### config.mk
export PLATFORM = sky130hd
export DESIGN_NAME = pipe_hazard_ctrl
export DESIGN_NICKNAME = d
export VERILOG_FILES = /design/src/rtl/pipe_hazard_ctrl.sv
export SDC_FILE = /design/constraint.sdc
export NUM_CORES = 1
export LEC_CHECK = 0
export CAP_MARGIN = 20
export CORE_MARGIN = 2
export CORE_UTILIZATION = 35
export CTS_CLUSTER_SIZE = 10
export DETAILED_ROUTE_END_ITERATION = 8
export PLACE_DENSITY = 0.8
export SETUP_SLACK_MARGIN = 0.05
export SYNTH_ARGS = -nofsm -noshare
export SYNTH_HDL_FRONTEND = slang
export SYNTH_SLANG_ARGS = --single-unit
export TNS_END_PERCENT = 5
### constraint.sdc
create_clock -name clk -period 1.33 [get_ports clk]
set_input_delay 0.1995 -clock clk [delete_from_list [all_inputs] [get_ports clk]]
set_output_delay 0.1995 -clock clk [all_outputs]
set_load 0.005 [all_outputs]
### src/rtl/pipe_hazard_ctrl.sv
// Hazard controller for a 5-stage pipeline: forwarding, load-use stall, branch/jump flush, STOP halt.
// Define FP_MULTICYCLE_EN to build the multicycle ADDF/MULTF occupancy stall (FP_BUSY).
module pipe_hazard_ctrl #(
    parameter int REG_AW      = 3,
    parameter int FLUSH_DEPTH = 3,
    parameter int FP_LAT      = 4
) (
    input  logic              clk,
    input  logic              rst,
    input  logic [REG_AW-1:0] id_rs_i,
    input  logic [REG_AW-1:0] id_rt_i,
    input  logic              id_jump_i,
    input  logic [REG_AW-1:0] ex_rs_i,
    input  logic [REG_AW-1:0] ex_rt_i,
    input  logic [REG_AW-1:0] ex_rd_i,
    input  logic              ex_mem_read_i,
    input  logic              ex_fp_i,
    input  logic [REG_AW-1:0] mem_rd_i,
    input  logic              mem_reg_write_i,
    input  logic              mem_branch_taken_i,
    input  logic [REG_AW-1:0] wb_rd_i,
    input  logic              wb_reg_write_i,
    input  logic              stop_i,
    output logic [1:0]        fwd_a_o,
    output logic [1:0]        fwd_b_o,
    output logic              pc_stall_o,
    output logic              if_id_stall_o,
    output logic              id_ex_stall_o,
    output logic              back_stall_o,
    output logic              flush_if_id_o,
    output logic              flush_id_ex_o,
    output logic              flush_ex_mem_o,
    output logic [1:0]        state_o
);

    // state   | meaning
    // RUN     | normal issue; load-use, jump, branch and FP start resolved here
    // FLUSH   | trailing IF/ID bubbles after a taken branch, counter down to 0
    // FP_BUSY | FP op occupies EX; front end held, EX/MEM fed bubbles
    // HALT    | STOP reached; whole pipe frozen until rst
    localparam logic [1:0] ST_RUN     = 2'd0;
    localparam logic [1:0] ST_FLUSH   = 2'd1;
    localparam logic [1:0] ST_HALT    = 2'd3;

    localparam int MAX_CNT = (FLUSH_DEPTH > FP_LAT) ? FLUSH_DEPTH : FP_LAT;
    localparam int CNT_W   = $clog2(MAX_CNT) + 1;

    localparam logic [CNT_W-1:0] FLUSH_LOAD = CNT_W'(FLUSH_DEPTH - 1);
    localparam logic [CNT_W-1:0] CNT_ONE    = CNT_W'(1);

`ifdef FP_MULTICYCLE_EN
    localparam logic [1:0]       ST_FP_BUSY = 2'd2;
    localparam logic [CNT_W-1:0] FP_LOAD    = CNT_W'((FP_LAT > 1) ? (FP_LAT - 2) : 0);
`else
    logic unused_fp;
    assign unused_fp = ex_fp_i;
`endif

    logic [1:0]       state_q, state_d;
    logic [CNT_W-1:0] cnt_q, cnt_d;

    logic [1:0] fwd_a, fwd_b;
    logic       load_use;
    logic       pc_stall, if_id_stall, id_ex_stall, back_stall;
    logic       flush_if_id, flush_id_ex, flush_ex_mem;

    // MEM result is younger than WB, so it wins when both match
    always_comb begin
        fwd_a = 2'b00;
        if (ex_rs_i != '0 && ex_rs_i == mem_rd_i && mem_reg_write_i) begin
            fwd_a = 2'b01;
        end else if (ex_rs_i != '0 && ex_rs_i == wb_rd_i && wb_reg_write_i) begin
            fwd_a = 2'b10;
        end
    end

    always_comb begin
        fwd_b = 2'b00;
        if (ex_rt_i != '0 && ex_rt_i == mem_rd_i && mem_reg_write_i) begin
            fwd_b = 2'b01;
        end else if (ex_rt_i != '0 && ex_rt_i == wb_rd_i && wb_reg_write_i) begin
            fwd_b = 2'b10;
        end
    end

    assign load_use = ex_mem_read_i && (ex_rd_i != '0) &&
                      ((ex_rd_i == id_rs_i) || (ex_rd_i == id_rt_i));

    always_comb begin
        state_d      = state_q;
        cnt_d        = cnt_q;
        pc_stall     = 1'b0;
        if_id_stall  = 1'b0;
        id_ex_stall  = 1'b0;
        back_stall   = 1'b0;
        flush_if_id  = 1'b0;
        flush_id_ex  = 1'b0;
        flush_ex_mem = 1'b0;

        if (state_q == ST_HALT || stop_i) begin
            state_d     = ST_HALT;
            cnt_d       = '0;
            pc_stall    = 1'b1;
            if_id_stall = 1'b1;
            id_ex_stall = 1'b1;
            back_stall  = 1'b1;
        end else if (mem_branch_taken_i && state_q != ST_FLUSH) begin
            flush_if_id  = 1'b1;
            flush_id_ex  = 1'b1;
            flush_ex_mem = 1'b1;
            cnt_d        = FLUSH_LOAD;
            state_d      = (FLUSH_DEPTH > 1) ? ST_FLUSH : ST_RUN;
        end else begin
            case (state_q)
                ST_FLUSH: begin
                    flush_if_id = 1'b1;
                    if (mem_branch_taken_i) begin
                        cnt_d = FLUSH_LOAD;
                    end else if (cnt_q <= CNT_ONE) begin
                        cnt_d   = '0;
                        state_d = ST_RUN;
                    end else begin
                        cnt_d = cnt_q - CNT_ONE;
                    end
                end
`ifdef FP_MULTICYCLE_EN
                ST_FP_BUSY: begin
                    pc_stall     = 1'b1;
                    if_id_stall  = 1'b1;
                    id_ex_stall  = 1'b1;
                    flush_ex_mem = 1'b1;
                    if (cnt_q == '0) begin
                        state_d = ST_RUN;
                    end else begin
                        cnt_d = cnt_q - CNT_ONE;
                    end
                end
`endif
                default: begin
`ifdef FP_MULTICYCLE_EN
                    if (ex_fp_i && FP_LAT > 1) begin
                        pc_stall     = 1'b1;
                        if_id_stall  = 1'b1;
                        id_ex_stall  = 1'b1;
                        flush_ex_mem = 1'b1;
                        cnt_d        = FP_LOAD;
                        state_d      = ST_FP_BUSY;
                    end else
`endif
                    if (load_use) begin
                        pc_stall    = 1'b1;
                        if_id_stall = 1'b1;
                        flush_id_ex = 1'b1;
                    end else if (id_jump_i) begin
                        flush_if_id = 1'b1;
                    end
                end
            endcase
        end
    end

    always_ff @(posedge clk) begin
        if (rst) begin
            state_q <= ST_RUN;
            cnt_q   <= '0;
        end else begin
            state_q <= state_d;
            cnt_q   <= cnt_d;
        end
    end

    // rst masks everything combinationally, including a concurrent stop_i
    assign fwd_a_o        = rst ? 2'b00 : fwd_a;
    assign fwd_b_o        = rst ? 2'b00 : fwd_b;
    assign pc_stall_o     = pc_stall & ~rst;
    assign if_id_stall_o  = if_id_stall & ~rst;
    assign id_ex_stall_o  = id_ex_stall & ~rst;
    assign back_stall_o   = back_stall & ~rst;
    assign flush_if_id_o  = flush_if_id & ~rst;
    assign flush_id_ex_o  = flush_id_ex & ~rst;
    assign flush_ex_mem_o = flush_ex_mem & ~rst;
    assign state_o        = rst ? ST_RUN : state_q;

endmodule
==> metrics.md, run 1 <==
| Metric | Value |
|---|---|
| Largest family of logic cells by synthesized area | simple AND/OR/NAND/NOR gates |
| FILL cells | 121 |
| Area contributors post-synth | dfxtp_1 (16%), xnor2_1 (15%), a21oi_1 (5.6%) |
| Fin worst setup slack | -0.315 ns |
| Yosys cell types | 34 |
| Worst slew pin tran | 0.222 ns |
| Clock slew at the register clock pins of the worst setup and hold paths | 0.05 ns |
| Initial antenna violation count | 0 |
| Sequential share of the synthesized area | 15.9% |
| Fraction of registers with async set/reset | 0% |
| Root buf cell | clkbuf_4 |
| Post-Synth Simple-Gate Area | 31.0% |
| Switching Fraction | 32.8% |
| Final ANT Viol Nets | 0 |
| Synthesized area per cell | 7.49 um2 |
| Cells after synthesis | 84 |
| Layout cells sized above 1 | 43.6% |
| CP Max Fanout | 3 |
| YS warnings | 0 |
| Kind of critical path | reg -> out |
| Top cell type's share of synthesized area | 15.9% |
| Post-Syn Nets | 116 |
| Remaining DRCs | 0 |
| Status | finished with violations |
| Ant diodes | 0 |
| Most used flip-flop cell after synthesis | dfxtp_1 |
| Leak pwr | 0.589 nW |
| Post-synth EDFFs | 0 |
| Worst EP arrival | 1.45 ns |
| Hold Path Class | in -> reg |
| Rows | 15 |
| GR Overflow Total | 0 |
| Synthesized area | 629 um2 |
| Register bit count reported by yosys | 5 |
| First-pass GRT wire length | 3.92 mm |
| Per-cell routed wire length | 14.2 um |
| Largest net degree at the start of global routing | 6 |
| CP Data Required Time | 1.13 ns |
| Dpl ws | -0.814 ns |
| Max H-tree Level | 1 |
| CTS Hold Buffers Added | 0 |
| GPL Wtd Cong | 0.810 |
| Clk sinks | 5 |
| DIE HEIGHT | 46.4 um |
| Peak Freq | 0.608 GHz |
| Internal | 0.484 mW |
| First-pass DRT Iterations | 4 |
| Area occupied by registers | 105 um2 |
| Die footprint | 0.00215 mm2 |
| Setup crit end kind | primary output |
| Area grow syn2layout | 110% |
| Vias/cell | 5.00 |
| Fin crit period | 1.65 ns |
| Xor and xnor area share after synthesis | 19.5% |
| Starting density of the core | 36.8% |
| Tot GR Track Use | 25.8% |
| Synth Area in Adders | 3.98% |
| Clock power frac | 26.7% |
| Failing checks | setup timing |
| Hold Fails Final Rpt | 0 |
| Pwr per Cell Area | 544 mW/mm2 |
| Fin util | 77.4% |
| Sw Pwr | 0.236 mW |
| Post-DP HPWL | 1.77 mm |
| Vias in the first global route | 942 |
| Final Skew | 0.00927 ns |
| RSZ-0062 raised after global routing | true |
| Post-synth top area cell | dfxtp_1 |
| Core area | 0.00171 mm2 |
| Setup TNS | -1.75 ns |
| Die W | 46.4 um |
| Ports | 43 |
| Power, Total | 0.719 mW |
| Peak supply drop | 0.422 mV |
| Final setup vio count | 9 |
| Clk_lat worst skew | 0.25 ns |
| PortBufs | 41 |
| First DRT Iteration DRCs | 21 |
| CP Launch Type | flop |
| Area occupied by multi-input gates | 582 um2 |
| CTS tree | done |
| Slew Limit Fails | 0 |
| CTS Buf Count | 3 |
| Final WL | 2.47 mm |
| Mux share of post-synthesis cell area | 0% |
| CTS Buffer Depth | 2 |
| Final period utilization | 124% |
| Nets | 182 |
| Slew headroom | 85.1% |
| Compound-Gate Fraction of Synth Area | 23.7% |
| Comb pwr share | 50.4% |
| Max Cap Violations | 0 |
| Flop pwr share | 22.9% |
| Via Count | 870 |
## cell usage after synthesis, types with 2 or more instances
cell type	n
nand2_1	3
nand3_1	4
o21ai_0	2
a21oi_1	7
nor3_1	4
o31ai_1	3
buf_4	2
and2_1	2
o21bai_1	2
inv_1	2
xor2_1	3
xnor2_1	11
nor3b_1	2
dfxtp_1	5
and4_1	2
and2b_2	3
ha_1	2
nor2_1	9
## final cells by class
type | instances | share of cell area (%)
flip-flops and latches | 5 | 7.95
well taps | 25 | 2.37
inverters | 2 | 0.568
multi-input cells | 73 | 44.0
repair buffers | 65 | 43.1
clock buffers | 4 | 1.99
## metal layers
layer,routed length (um),GRT usage [%]
met2,1250,46.9
met5,0,0
met1,1040,30.7
met4,6,6.86
met3,168,4.31
## cells by family after synthesis
family,after synthesis
AO/OA/AOI/OAI,22
flip-flops,5
adder cells (fa/ha/maj),2
buffers and inverters,6
AND/OR/NAND/NOR,35
XOR/XNOR,14
## worst paths after layout
path                   start            end  slack (ns)  cells after the start
setup / recovery  state_q[1]  flush_if_id_o       -0.32                      5
hold / removal           rst     state_q[0]        0.44                      3
setup reg to reg    cnt_q[1]       cnt_q[0]        0.10                      5
hold reg to reg     cnt_q[0]       cnt_q[0]        0.50                      2
## power by group through the flow
stage	clock network, mW	registers [mW]	logic [mW]
5_1_grt	0.204	0.166	0.391
3_5_place_dp	0	0.167	0.332
2_1_floorplan	0	0.168	0.121
4_1_cts	0.195	0.165	0.349
6_report	0.192	0.165	0.362
3_3_place_gp	0	0.167	0.324
## sequential cells by signal (all words and copies together), names as in the netlist
register	cells
state_q	2
cnt_q	3
## stage by stage
step,hold WS (ns),cell area [um2],cells
CTS,0.456,1300,174
detailed placement,0.495,1180,165
global route,0.458,1320,174
floorplan,0.354,629,84
global placement,0.483,1180,165
finish,0.443,1320,174
## worst max-delay path: stages (launching register included)
cell and delay, ns:
dfxtp_2 0.32, buf_6 0.12, a211o_1 0.28, or2_0 0.21
a31oi_1 0.14, buf_2 0.13
## placed cells by master (no fill, tap or decap), drive strengths merged, types with 3 or more instances in the layout
| master | netlist | final |
|---|---|---|
| xor2 | 3 | 3 |
| buf | 3 | 32 |
| and2b | 3 | 3 |
| dlygate4sd2 | 0 | 13 |
| a21oi | 7 | 7 |
| nor2 | 9 | 9 |
| nand3 | 4 | 4 |
| o31ai | 3 | 3 |
| clkdlybuf4s15 | 0 | 15 |
| nor3 | 4 | 4 |
| xnor2 | 11 | 11 |
| clkdlybuf4s50 | 0 | 4 |
| nand2 | 3 | 3 |
| dfxtp | 5 | 5 |
| clkbuf | 1 | 4 |
## repair_timing
| item | CTS | global route |
|---|---|---|
| gates cloned | 1 | 0 |
| pin swaps | 23 | 9 |
| resized for setup | 101 | 11 |
| setup buffers | 4 | 0 |
| endpoints found under the setup margin | 13 | 16 |
Note: power is estimated with default switching activity, not from simulation.
==> inputs of run 2 (changes only) <==
- TNS_END_PERCENT: 5 -> 1
==> results of run 2 <==
The final DEF is identical to that of run 1; final timing and power are the same.
==> inputs of run 3 (changes only) <==
- MAX_ROUTING_LAYER: unset -> met4
- clock period: 1.33 -> 2 ns (I/O delays scaled with it)
==> metrics.md, run 3 (synthesized netlist as in run 1, its figures left out) <==
| Metric | Value |
|---|---|
| Status | complete, no violations |
| Worst EP arrival | 1.62 ns |
| Final Skew | 0.00669 ns |
| Switching Fraction | 30.3% |
| Worst Reg-to-Reg Cells | 5 |
| Initial antenna violation count | 0 |
| Peak supply drop | 0.293 mV |
| Per-cell routed wire length | 12.2 um |
| Largest Register | cnt_q |
| Layout cells sized above 1 | 25.9% |
| Crit-path cells | clkdlybuf4s50_1 -> buf_4 -> xnor2_1 -> nand4_1 -> and4_1 -> dlygate4sd2_1 |
| Internal | 0.309 mW |
| Final period utilization | 96.1% |
| R2R Setup Slk | 0.76 ns |
| Setup TNS | 0 ns |
| Ant diodes | 0 |
| Starting density of the core | 36.8% |
| Cell at the slowest stage of the critical path | clkdlybuf4s50_1 |
| GR Overflow Total | 0 |
| Clock power frac | 26.9% |
| R2R Path End | cnt_q[0] |
| Clk_lat worst skew | 0.25 ns |
| Tot GR Track Use | 20.5% |
| Final ANT Viol Nets | 0 |
| Die W | 46.4 um |
| Fin crit period | 1.92 ns |
| Vias/cell | 4.86 |
| Kind of critical path | in -> out |
| Die footprint | 0.00215 mm2 |
| Area grow syn2layout | 95.6% |
| CP Launch Type | input port |
| Largest register FFs | 3 |
| FILL cells | 145 |
| Hold path startpoint | cnt_q[0] |
| Max Cap Violations | 0 |
| GPL Wtd Cong | 0.813 |
| Worst Setup SP | mem_rd_i[1] |
| Final WL | 2.06 mm |
| Max H-tree Level | 1 |
| CTS Buf Count | 3 |
| End of the critical path | fwd_a_o[1] |
| CP Data Required Time | 1.70 ns |
| First-pass GRT wire length | 3.02 mm |
| Hold Fails Final Rpt | 0 |
| Remaining DRCs | 0 |
| Worst hold margin | 0.501 ns |
| First-pass DRT Iterations | 3 |
| Ports | 43 |
| CTS tree | done |
| Comb pwr share | 47.9% |
| Post-DP HPWL | 1.73 mm |
| Vias in the first global route | 777 |
| RR Startpoint | cnt_q[1] |
| Largest net degree at the start of global routing | 9 |
| Pwr per Cell Area | 360 mW/mm2 |
| Clock slew at the register clock pins of the worst setup and hold paths | 0.05 ns |
| Peak Freq | 0.520 GHz |
| Root buf cell | clkbuf_4 |
| Crit-path max cell delay | 0.46 ns |
| Setup crit end kind | primary output |
| Final setup vio count | 0 |
| CTS Buffer Depth | 2 |
| Rows | 15 |
| Slew headroom | 83.5% |
| Worst slew pin tran | 0.247 ns |
| Flop pwr share | 25.2% |
| RSZ-0062 raised after global routing | true |
| PortBufs | 41 |
| Core area | 0.00171 mm2 |
| Sw Pwr | 0.134 mW |
| Post-CTS Setup Inserts | 0 |
| Leak pwr | 0.562 nW |
| Nets | 176 |
| Slew Limit Fails | 0 |
| Hold Path Class | reg -> reg |
| Largest regs | cnt_q: 3 flops, state_q: 2 flops |
| Clk sinks | 5 |
| DIE HEIGHT | 46.4 um |
| Commonest non-fill, non-tap cell in the layout | clkdlybuf4s50_1 |
| CP Max Fanout | 3 |
| Area occupied by multi-input gates | 542 um2 |
| Most frequent cells in the layout | clkdlybuf4s50_1 (19), buf_4 (17), dlygate4sd2_1 (15), xnor2_1 (10), nor2_1 (8) |
| First DRT Iteration DRCs | 4 |
| Area occupied by registers | 101 um2 |
| Via Count | 816 |
[run 3: how the worst min path moves through the flow]
| stage | end | slack [ns] | cells after the start |
|---|---|---|---|
| 5_1_grt | cnt_q[0] | 0.54 | 2 |
| 4_1_cts | cnt_q[0] | 0.50 | 2 |
| 3_3_place_gp | cnt_q[0] | 0.48 | 2 |
| 6_report | cnt_q[0] | 0.50 | 2 |
| 3_5_place_dp | cnt_q[0] | 0.49 | 2 |
| 2_1_floorplan | state_q[0] | 0.45 | 2 |
[run 3: per-layer routing]
layer / vias up / GRT usage, % / part of all wire [%]
met3: 4 / 5.88 / 7.1
met5: - / - / 0
met4: 0 / 7.43 / 1.2
met1: 360 / 22.6 / 42
met2: 24 / 34.7 / 49
li1: 428 / - / -
[run 3: through the flow]
| stage | util [%] | power, mW | area [um2] | cells | worst slack (ns) |
|---|---|---|---|---|---|
| global placement | 68.9 | 0.323 | 1180 | 164 | -0.355 |
| global route | 72.1 | 0.466 | 1230 | 168 | -0.0108 |
| floorplan | - | 0.192 | 629 | 84 | 0.579 |
| finish | 72.1 | 0.443 | 1230 | 168 | 0.0787 |
| detailed placement | 68.9 | 0.327 | 1180 | 164 | -0.364 |
| CTS | 71.1 | 0.442 | 1210 | 168 | -0.113 |
[run 3: worst max-delay path, delay by kind of cell]
family / cells / cell delay [ns]
xor gates and xnor gates: 1 / 0.15
buffers and inverters: 3 / 0.88
and+or+nand+nor: 2 / 0.30
[run 3: final cells by class]
| type | count | area share (%) |
|---|---|---|
| Multi-Input combinational cell | 73 | 44.0 |
| Clock buffer | 4 | 2.13 |
| Tap cell | 25 | 2.54 |
| Inverter | 2 | 0.610 |
| Timing Repair Buffer | 59 | 42.5 |
| Sequential cell | 5 | 8.23 |
[run 3: power groups by stage]
stage | clock network [mW] | registers, mW | logic [mW]
finish | 0.119 | 0.111 | 0.212
global route | 0.124 | 0.112 | 0.230
CTS | 0.121 | 0.111 | 0.210
detailed placement | 0 | 0.112 | 0.215
global placement | 0 | 0.112 | 0.211
floorplan | 0 | 0.111 | 0.0807
[run 3: repair_timing]
action | in CTS | in global routing
setup endpoints to repair | 13 | 7
gates cloned | 0 | 0
resized for setup | 28 | 14
hold buffers | 0 | 0
pin swaps | 5 | 8
